### src/rtl/md_particle_packer_if.sv
// Record input stream and packed AXI-Stream output of the particle packer.
// master is the packer side; slave is the record source / stream sink side.
interface md_particle_packer_if #(
  parameter int AXIS_TDATA_WIDTH      = 512,
  parameter int REC_WIDTH             = 192,
  parameter int STREAMING_TDEST_WIDTH = 16
);
  logic [REC_WIDTH-1:0]             rec_data;
  logic                             rec_valid;
  logic                             rec_ready;
  logic [AXIS_TDATA_WIDTH-1:0]      M_AXIS_k2h_tdata;
  logic [AXIS_TDATA_WIDTH/8-1:0]    M_AXIS_k2h_tkeep;
  logic                             M_AXIS_k2h_tvalid;
  logic                             M_AXIS_k2h_tlast;
  logic [STREAMING_TDEST_WIDTH-1:0] M_AXIS_k2h_tdest;
  logic                             M_AXIS_k2h_tready;

  modport master (
    input  rec_data, rec_valid, M_AXIS_k2h_tready,
    output rec_ready, M_AXIS_k2h_tdata, M_AXIS_k2h_tkeep, M_AXIS_k2h_tvalid,
           M_AXIS_k2h_tlast, M_AXIS_k2h_tdest
  );

  modport slave (
    output rec_data, rec_valid, M_AXIS_k2h_tready,
    input  rec_ready, M_AXIS_k2h_tdata, M_AXIS_k2h_tkeep, M_AXIS_k2h_tvalid,
           M_AXIS_k2h_tlast, M_AXIS_k2h_tdest
  );
endinterface

### src/rtl/md_particle_packer.sv
// Packs floor(AXIS/REC) particle records per output beat; a completed beat reaches tvalid the next cycle.
// Records stall only while a finished beat waits behind an output register that is held by the sink.
module md_particle_packer #(
  parameter int AXIS_TDATA_WIDTH      = 512,
  parameter int REC_WIDTH             = 192,
  parameter int STREAMING_TDEST_WIDTH = 16,
  parameter int CNT_WIDTH             = 16
) (
  input  logic                             ap_clk,
  input  logic                             ap_rst_n,
  input  logic                             start,
  input  logic [CNT_WIDTH-1:0]             num_records,
  input  logic [STREAMING_TDEST_WIDTH-1:0] dest_id,
  md_particle_packer_if.master             bus,
  output logic                             busy,
  output logic                             done,
  output logic [CNT_WIDTH-1:0]             records_sent,
  output logic [CNT_WIDTH-1:0]             beats_sent
);

  localparam int L         = AXIS_TDATA_WIDTH / REC_WIDTH;
  localparam int KEEP_W    = AXIS_TDATA_WIDTH / 8;
  localparam int REC_BYTES = REC_WIDTH / 8;
  localparam int LW        = $clog2(L + 1);

  localparam logic [1:0] IDLE  = 2'd0;
  localparam logic [1:0] PACK  = 2'd1;
  localparam logic [1:0] FLUSH = 2'd2;
  localparam logic [1:0] DONE  = 2'd3;

  logic [1:0]                       state;
  logic [CNT_WIDTH-1:0]             num_lat;
  logic [STREAMING_TDEST_WIDTH-1:0] dest_lat;

  logic [AXIS_TDATA_WIDTH-1:0] asm_dat;
  logic [LW-1:0]               asm_cnt;
  logic                        asm_full;
  logic                        asm_last;

  logic [AXIS_TDATA_WIDTH-1:0] out_dat;
  logic [KEEP_W-1:0]           out_keep;
  logic                        out_vld;
  logic                        out_last;

  logic                        rec_rdy;
  logic                        rec_hs;
  logic                        out_hs;
  logic                        out_free;
  logic                        last_rec;
  logic                        beat_done;
  logic [LW-1:0]               cnt_inc;
  logic [AXIS_TDATA_WIDTH-1:0] merged;

  function automatic logic [KEEP_W-1:0] keep_for(input logic [LW-1:0] n);
    logic [KEEP_W-1:0] kp;
    kp = '0;
    for (int b = 0; b < KEEP_W; b++) begin
      kp[b] = (b < int'(n) * REC_BYTES);
    end
    return kp;
  endfunction

  assign rec_rdy   = (state == PACK) && !asm_full;
  assign rec_hs    = bus.rec_valid && rec_rdy;
  assign out_hs    = out_vld && bus.M_AXIS_k2h_tready;
  assign out_free  = !out_vld || bus.M_AXIS_k2h_tready;
  assign last_rec  = (records_sent + CNT_WIDTH'(1)) == num_lat;
  assign cnt_inc   = asm_cnt + LW'(1);
  assign beat_done = rec_hs && ((asm_cnt == LW'(L - 1)) || last_rec);

  // Current lanes plus the incoming record dropped into the next free lane.
  always_comb begin
    merged = asm_dat;
    for (int k = 0; k < L; k++) begin
      if (LW'(k) == asm_cnt) begin
        merged[k*REC_WIDTH +: REC_WIDTH] = bus.rec_data;
      end
    end
  end

  always_ff @(posedge ap_clk or negedge ap_rst_n) begin
    if (!ap_rst_n) begin
      state    <= IDLE;
      num_lat  <= '0;
      dest_lat <= '0;
    end else begin
      case (state)
        IDLE: begin
          if (start) begin
            num_lat  <= num_records;
            dest_lat <= dest_id;
            state    <= (num_records == '0) ? DONE : PACK;
          end
        end
        PACK: begin
          if (rec_hs && last_rec) begin
            state <= FLUSH;
          end
        end
        FLUSH: begin
          if (out_hs && out_last) begin
            state <= DONE;
          end
        end
        default: state <= IDLE;
      endcase
    end
  end

  always_ff @(posedge ap_clk or negedge ap_rst_n) begin
    if (!ap_rst_n) begin
      records_sent <= '0;
      beats_sent   <= '0;
    end else if (state == IDLE && start) begin
      records_sent <= '0;
      beats_sent   <= '0;
    end else begin
      if (rec_hs) begin
        records_sent <= records_sent + CNT_WIDTH'(1);
      end
      if (out_hs) begin
        beats_sent <= beats_sent + CNT_WIDTH'(1);
      end
    end
  end

  // Assembly lanes: a completed beat skips straight to the output register when it is free,
  // otherwise it parks here and rec_ready drops until the sink drains.
  always_ff @(posedge ap_clk or negedge ap_rst_n) begin
    if (!ap_rst_n) begin
      asm_dat  <= '0;
      asm_cnt  <= '0;
      asm_full <= 1'b0;
      asm_last <= 1'b0;
    end else if (beat_done) begin
      if (out_free) begin
        asm_dat  <= '0;
        asm_cnt  <= '0;
        asm_full <= 1'b0;
        asm_last <= 1'b0;
      end else begin
        asm_dat  <= merged;
        asm_cnt  <= cnt_inc;
        asm_full <= 1'b1;
        asm_last <= last_rec;
      end
    end else if (rec_hs) begin
      asm_dat <= merged;
      asm_cnt <= cnt_inc;
    end else if (asm_full && out_free) begin
      asm_dat  <= '0;
      asm_cnt  <= '0;
      asm_full <= 1'b0;
      asm_last <= 1'b0;
    end
  end

  always_ff @(posedge ap_clk or negedge ap_rst_n) begin
    if (!ap_rst_n) begin
      out_vld  <= 1'b0;
      out_dat  <= '0;
      out_keep <= '0;
      out_last <= 1'b0;
    end else if (beat_done && out_free) begin
      out_vld  <= 1'b1;
      out_dat  <= merged;
      out_keep <= keep_for(cnt_inc);
      out_last <= last_rec;
    end else if (asm_full && out_free) begin
      out_vld  <= 1'b1;
      out_dat  <= asm_dat;
      out_keep <= keep_for(asm_cnt);
      out_last <= asm_last;
    end else if (out_hs) begin
      out_vld <= 1'b0;
    end
  end

  assign bus.rec_ready         = rec_rdy;
  assign bus.M_AXIS_k2h_tdata  = out_dat;
  assign bus.M_AXIS_k2h_tkeep  = out_keep;
  assign bus.M_AXIS_k2h_tvalid = out_vld;
  assign bus.M_AXIS_k2h_tlast  = out_last;
  assign bus.M_AXIS_k2h_tdest  = dest_lat;

  assign busy = (state == PACK) || (state == FLUSH);
  assign done = (state == DONE);

endmodule

### src/flat_wrapper.sv
// flat-port wrapper written by rule: the top's interface ports become plain ports
module md_particle_packer_flat 
#(
  parameter int AXIS_TDATA_WIDTH      = 512,
  parameter int REC_WIDTH             = 192,
  parameter int STREAMING_TDEST_WIDTH = 16,
  parameter int CNT_WIDTH             = 16
)
  (ap_clk, ap_rst_n, start, num_records, dest_id, busy, done, records_sent, beats_sent, bus_rec_data, bus_rec_valid, bus_M_AXIS_k2h_tready, bus_rec_ready, bus_M_AXIS_k2h_tdata, bus_M_AXIS_k2h_tkeep, bus_M_AXIS_k2h_tvalid, bus_M_AXIS_k2h_tlast, bus_M_AXIS_k2h_tdest);
  md_particle_packer_if #(.AXIS_TDATA_WIDTH(AXIS_TDATA_WIDTH), .REC_WIDTH(REC_WIDTH), .STREAMING_TDEST_WIDTH(STREAMING_TDEST_WIDTH)) bus_i ();
  input  logic ap_clk;
  input  logic ap_rst_n;
  input  logic start;
  input  logic [CNT_WIDTH-1:0] num_records;
  input  logic [STREAMING_TDEST_WIDTH-1:0] dest_id;
  output logic busy;
  output logic done;
  output logic [CNT_WIDTH-1:0] records_sent;
  output logic [CNT_WIDTH-1:0] beats_sent;
  input wire logic [$bits(bus_i.rec_data)-1:0] bus_rec_data;
  input wire logic [$bits(bus_i.rec_valid)-1:0] bus_rec_valid;
  input wire logic [$bits(bus_i.M_AXIS_k2h_tready)-1:0] bus_M_AXIS_k2h_tready;
  output wire logic [$bits(bus_i.rec_ready)-1:0] bus_rec_ready;
  output wire logic [$bits(bus_i.M_AXIS_k2h_tdata)-1:0] bus_M_AXIS_k2h_tdata;
  output wire logic [$bits(bus_i.M_AXIS_k2h_tkeep)-1:0] bus_M_AXIS_k2h_tkeep;
  output wire logic [$bits(bus_i.M_AXIS_k2h_tvalid)-1:0] bus_M_AXIS_k2h_tvalid;
  output wire logic [$bits(bus_i.M_AXIS_k2h_tlast)-1:0] bus_M_AXIS_k2h_tlast;
  output wire logic [$bits(bus_i.M_AXIS_k2h_tdest)-1:0] bus_M_AXIS_k2h_tdest;
  assign bus_i.rec_data = bus_rec_data;
  assign bus_i.rec_valid = bus_rec_valid;
  assign bus_i.M_AXIS_k2h_tready = bus_M_AXIS_k2h_tready;
  assign bus_rec_ready = bus_i.rec_ready;
  assign bus_M_AXIS_k2h_tdata = bus_i.M_AXIS_k2h_tdata;
  assign bus_M_AXIS_k2h_tkeep = bus_i.M_AXIS_k2h_tkeep;
  assign bus_M_AXIS_k2h_tvalid = bus_i.M_AXIS_k2h_tvalid;
  assign bus_M_AXIS_k2h_tlast = bus_i.M_AXIS_k2h_tlast;
  assign bus_M_AXIS_k2h_tdest = bus_i.M_AXIS_k2h_tdest;
  md_particle_packer #(.AXIS_TDATA_WIDTH(AXIS_TDATA_WIDTH), .REC_WIDTH(REC_WIDTH), .STREAMING_TDEST_WIDTH(STREAMING_TDEST_WIDTH), .CNT_WIDTH(CNT_WIDTH)) u_core (.ap_clk(ap_clk), .ap_rst_n(ap_rst_n), .start(start), .num_records(num_records), .dest_id(dest_id), .bus(bus_i), .busy(busy), .done(done), .records_sent(records_sent), .beats_sent(beats_sent));
endmodule
### config.mk
export PLATFORM = sky130hd
export DESIGN_NAME = md_particle_packer_flat
export DESIGN_NICKNAME = d
export VERILOG_FILES = /design/src/rtl/md_particle_packer_if.sv /design/src/rtl/md_particle_packer.sv /design/src/flat_wrapper.sv
export SDC_FILE = /design/constraint.sdc
export NUM_CORES = 2
export LEC_CHECK = 0
export CORE_AREA = 2 2 332 334
export DETAILED_ROUTE_END_ITERATION = 6
export DIE_AREA = 0 0 334 336
export PLACE_DENSITY = 0.63
export SLEW_MARGIN = 20
export SYNTH_ARGS = -nofsm -noshare
export SYNTH_HDL_FRONTEND = slang
export SYNTH_SLANG_ARGS = --single-unit
### constraint.sdc
create_clock -name ap_clk -period 3.95 [get_ports ap_clk]
set_input_delay 0.79 -clock ap_clk [delete_from_list [all_inputs] [get_ports ap_clk]]
set_output_delay 0.79 -clock ap_clk [all_outputs]
set_load 0.05 [all_outputs]
==> qor.txt <==
Synth cell types - 51
endpoints failing hold - 0
min-delay worst type - in2async
DRC Markers - 0
DRT antenna net count - 0
arrival time worst endpoint - 4.18 ns
GPL Wtd Cong - 0.820
synth warn - 0
outcome - complete, no violations
EDFF count, synth - 0
synthesized area - 0.0384 sq mm
# Post-CTS Setup Buffers - 0
area grow syn2layout - 29.0%
number of global-route vias before repair - 30865
Via-to-Cell Ratio - 5.67
Via Count - 32161
Worst setup startpoint - u_core.records_sent[0]
Cell Pwr Density - 856 mW/mm^2
Die ar. - 0.112 sq mm
max cap viols - 0
final-layout fill cell count - 10101
TritonCTS buffer count - 96
CP max-delay cell - dfrtp_1
Worst-Margin Slew - 1.06 ns
clk_lat worst skew - 0.68 ns
I/O pins - 858
Syn Inst Count - 3692
Total GRT Usage - 23.7%
Die Ht - 336 um
Primary FF master, synth - dfrtp_1
Critical Path End Type - register
largest net degree at the start of global routing - 170
initial drt markers - 3063
H-tree depth - 3
Tcrit/Tclk final - 91.9%
wire length of the first global-routing pass - 206000 um
post-synthesis sequential area ratio - 55.1%
Synth Area in Adders - 0.423%
setup_tns - 0 ns
CTS Hold Buffers Added - 0
clock buffer depth - 3
fin nets - 4419
worst hold slack - 0.118 ns
min Tclk post-route - 3.63 ns
maximum vdd drop - 0.515 mV
Leakage Power - 22.6 nW
CORE AREA - 0.108 sq mm
Slew headroom - 29.5%
initial antenna violation count - 24
largest family of logic cells by synthesized area - compound AO/OA/AOI/OAI gates
Buf/Inv on CP - 2
Starting Density - 35.4%
row cnt - 121
Overflow after GRT - 0
detailed placer's ending HPWL - 85400 um
CP max stage delay - 0.47 ns
Synth Area in Compound Gates - 22.4%
Clock transition at path regs - 0.06 ns
first-pass detailed-route iteration total - 6
Max FO, Critical Path - 142
async set or reset register ratio after synthesis - 100%
CTS tree - built
clock root buffer - clkbuf_16
Die Span X - 334 um
clock sinks - 845
drt wl/cell - 24.4 um
total length of routed wires - 138000 um
Simple-Gate Fraction of Synth Area - 11.6%
fmax - 275 MHz
kind of critical path - reg2reg
Setup-failing EPs final - 0
post-synthesis register bit count - 845
mux share of post-synthesis cell area - 0.0782%
startpoint types - register
max-slew violations - 0
critical path, cell by cell - ha_1, nand3_1, nor4_1, xnor2_1, nand4_1, nor4_2, buf_4, a31oi_4, buf_12, o211ai_1
R2R Path Start - u_core.records_sent[0]
CP delay by family, top - simple AND/OR/NAND/NOR gates
layout cell share with drive strength beyond 1 - 5.73%
clk_skew - 0.0267 ns
Post-Synth XOR/XNOR Area - 0.958%
RSZ-0062 raised after global routing - no
Resized cells post-CTS - 0
I/O Buffers - 729
Critical Path RT - 4.50 ns
Synth Area per Inst - 10.4 sq um
## path summary, 6_finish.rpt
| check | to | slack [ns] | cells past startpoint |
|---|---|---|---|
| min in group ap_clk | u_core.bus.M_AXIS_k2h_tdest[14] | 0.47 | 2 |
| max in group asynchronous | u_core.bus.M_AXIS_k2h_tdata[20] | 2.68 | 3 |
| worst max register to register | u_core.bus.M_AXIS_k2h_tdata[329] | 0.32 | 10 |
| worst min register to register | u_core.bus.M_AXIS_k2h_tdest[14] | 0.47 | 2 |
| worst max-delay path | u_core.bus.M_AXIS_k2h_tdata[329] | 0.32 | 10 |
| worst min-delay path | u_core.bus.M_AXIS_k2h_tdata[369] | 0.12 | 1 |
## cells in the final DEF (no fill, tap or decap), types with 26 or more instances in the layout
master,n
dfrtp_1,845
xor2_1,26
a32o_1,192
buf_12,43
clkbuf_16,97
o21ai_0,201
o211a_1,192
a221o_1,197
clkdlybuf4s50_1,728
nand3_1,398
nand2_1,502
nor2_1,34
buf_4,40
o211ai_1,194
conb_1,128
inv_1,204
## through the flow
| stage | cell area (sq um) | power [mW] | setup WS (ns) | instances | util [%] |
|---|---|---|---|---|---|
| after floorplan | 38900 | 26.3 | 0.463 | 3819 | - |
| after global placement | 46400 | 33.3 | 0.450 | 5493 | 42.8 |
| after detailed placement | 46400 | 33.5 | 0.396 | 5493 | 42.8 |
| after CTS | 49500 | 42.7 | 0.349 | 5654 | 45.7 |
| after global routing | 49600 | 44.2 | 0.0955 | 5666 | 45.7 |
| final | 49600 | 42.5 | 0.319 | 5670 | 45.7 |
## cells by family after synthesis
kind of cell,count (synthesis)
compound gates,1024
simple gates,1008
flops,845
buf+inv,756
xor+xnor,42
fa+ha+maj,13
mux,3
other cells,1
## sequential cells by signal, indices dropped and copies added, names as in the netlist
register                      cells
u_core.asm_dat                  384
u_core.records_sent              16
u_core.beats_sent                16
u_core.bus.M_AXIS_k2h_tkeep       5
u_core.state                      2
u_core.bus.M_AXIS_k2h_tlast       1
u_core.bus.M_AXIS_k2h_tdest      16
u_core.bus.M_AXIS_k2h_tvalid      1
u_core.asm_last                   1
u_core.bus.M_AXIS_k2h_tdata     384
u_core.asm_full                   1
u_core.num_lat                   16
u_core.asm_cnt                    2
## per-layer routing
metal / vias up / part of all wire, % / global-route usage (%)
met5: - / 0.096 / 0
met4: 20 / 4.3 / 10.5
met3: 272 / 8.5 / 6.45
met2: 1396 / 47 / 37.6
met1: 16412 / 40 / 30.4
li1: 14061 / - / -
## where the power goes
group / total (mW) / internal [mW] / switching [mW]
logic: 19.6 / 6.58 / 13.0
registers: 13.8 / 11.6 / 2.22
clock network: 9.06 / 5.32 / 3.74
## final cells by class
cell class / instances / area [sq um] / share of cell area, %
Timing Repair Buffer: 812 / 8460 / 17.1
Tap cell: 1414 / 1770 / 3.57
Multi-Input combinational cell: 2218 / 14200 / 28.7
Clock inverter: 22 / 379 / 0.765
Clock buffer: 139 / 2780 / 5.60
Antenna cell: 16 / 40.0 / 0.0808
Sequential cell: 845 / 21100 / 42.7
Inverter: 204 / 766 / 1.54
## cell usage after synthesis (6+ instances only)
library cell / instances / area [sq um]
a21o_1: 6 / 45.0
a21oi_1: 19 / 95.1
a221o_1: 197 / 1970
a32o_1: 192 / 1920
and3_1: 9 / 56.3
buf_1: 10 / 37.5
buf_2: 58 / 290
buf_4: 187 / 1400
clkbuf_1: 293 / 1100
dfrtp_1: 845 / 21100
ha_1: 13 / 163
inv_1: 204 / 766
nand2_1: 506 / 1900
nand3_1: 398 / 1990
nand4_1: 12 / 75.1
nor2_1: 38 / 143
nor3_1: 8 / 40.0
nor4_1: 7 / 43.8
o211a_1: 192 / 1920
o211ai_1: 194 / 1460
o21ai_0: 201 / 1010
or3_1: 8 / 50.1
xnor2_1: 16 / 140
xor2_1: 26 / 228
No activity file was read; power rests on OpenSTA's default activity.
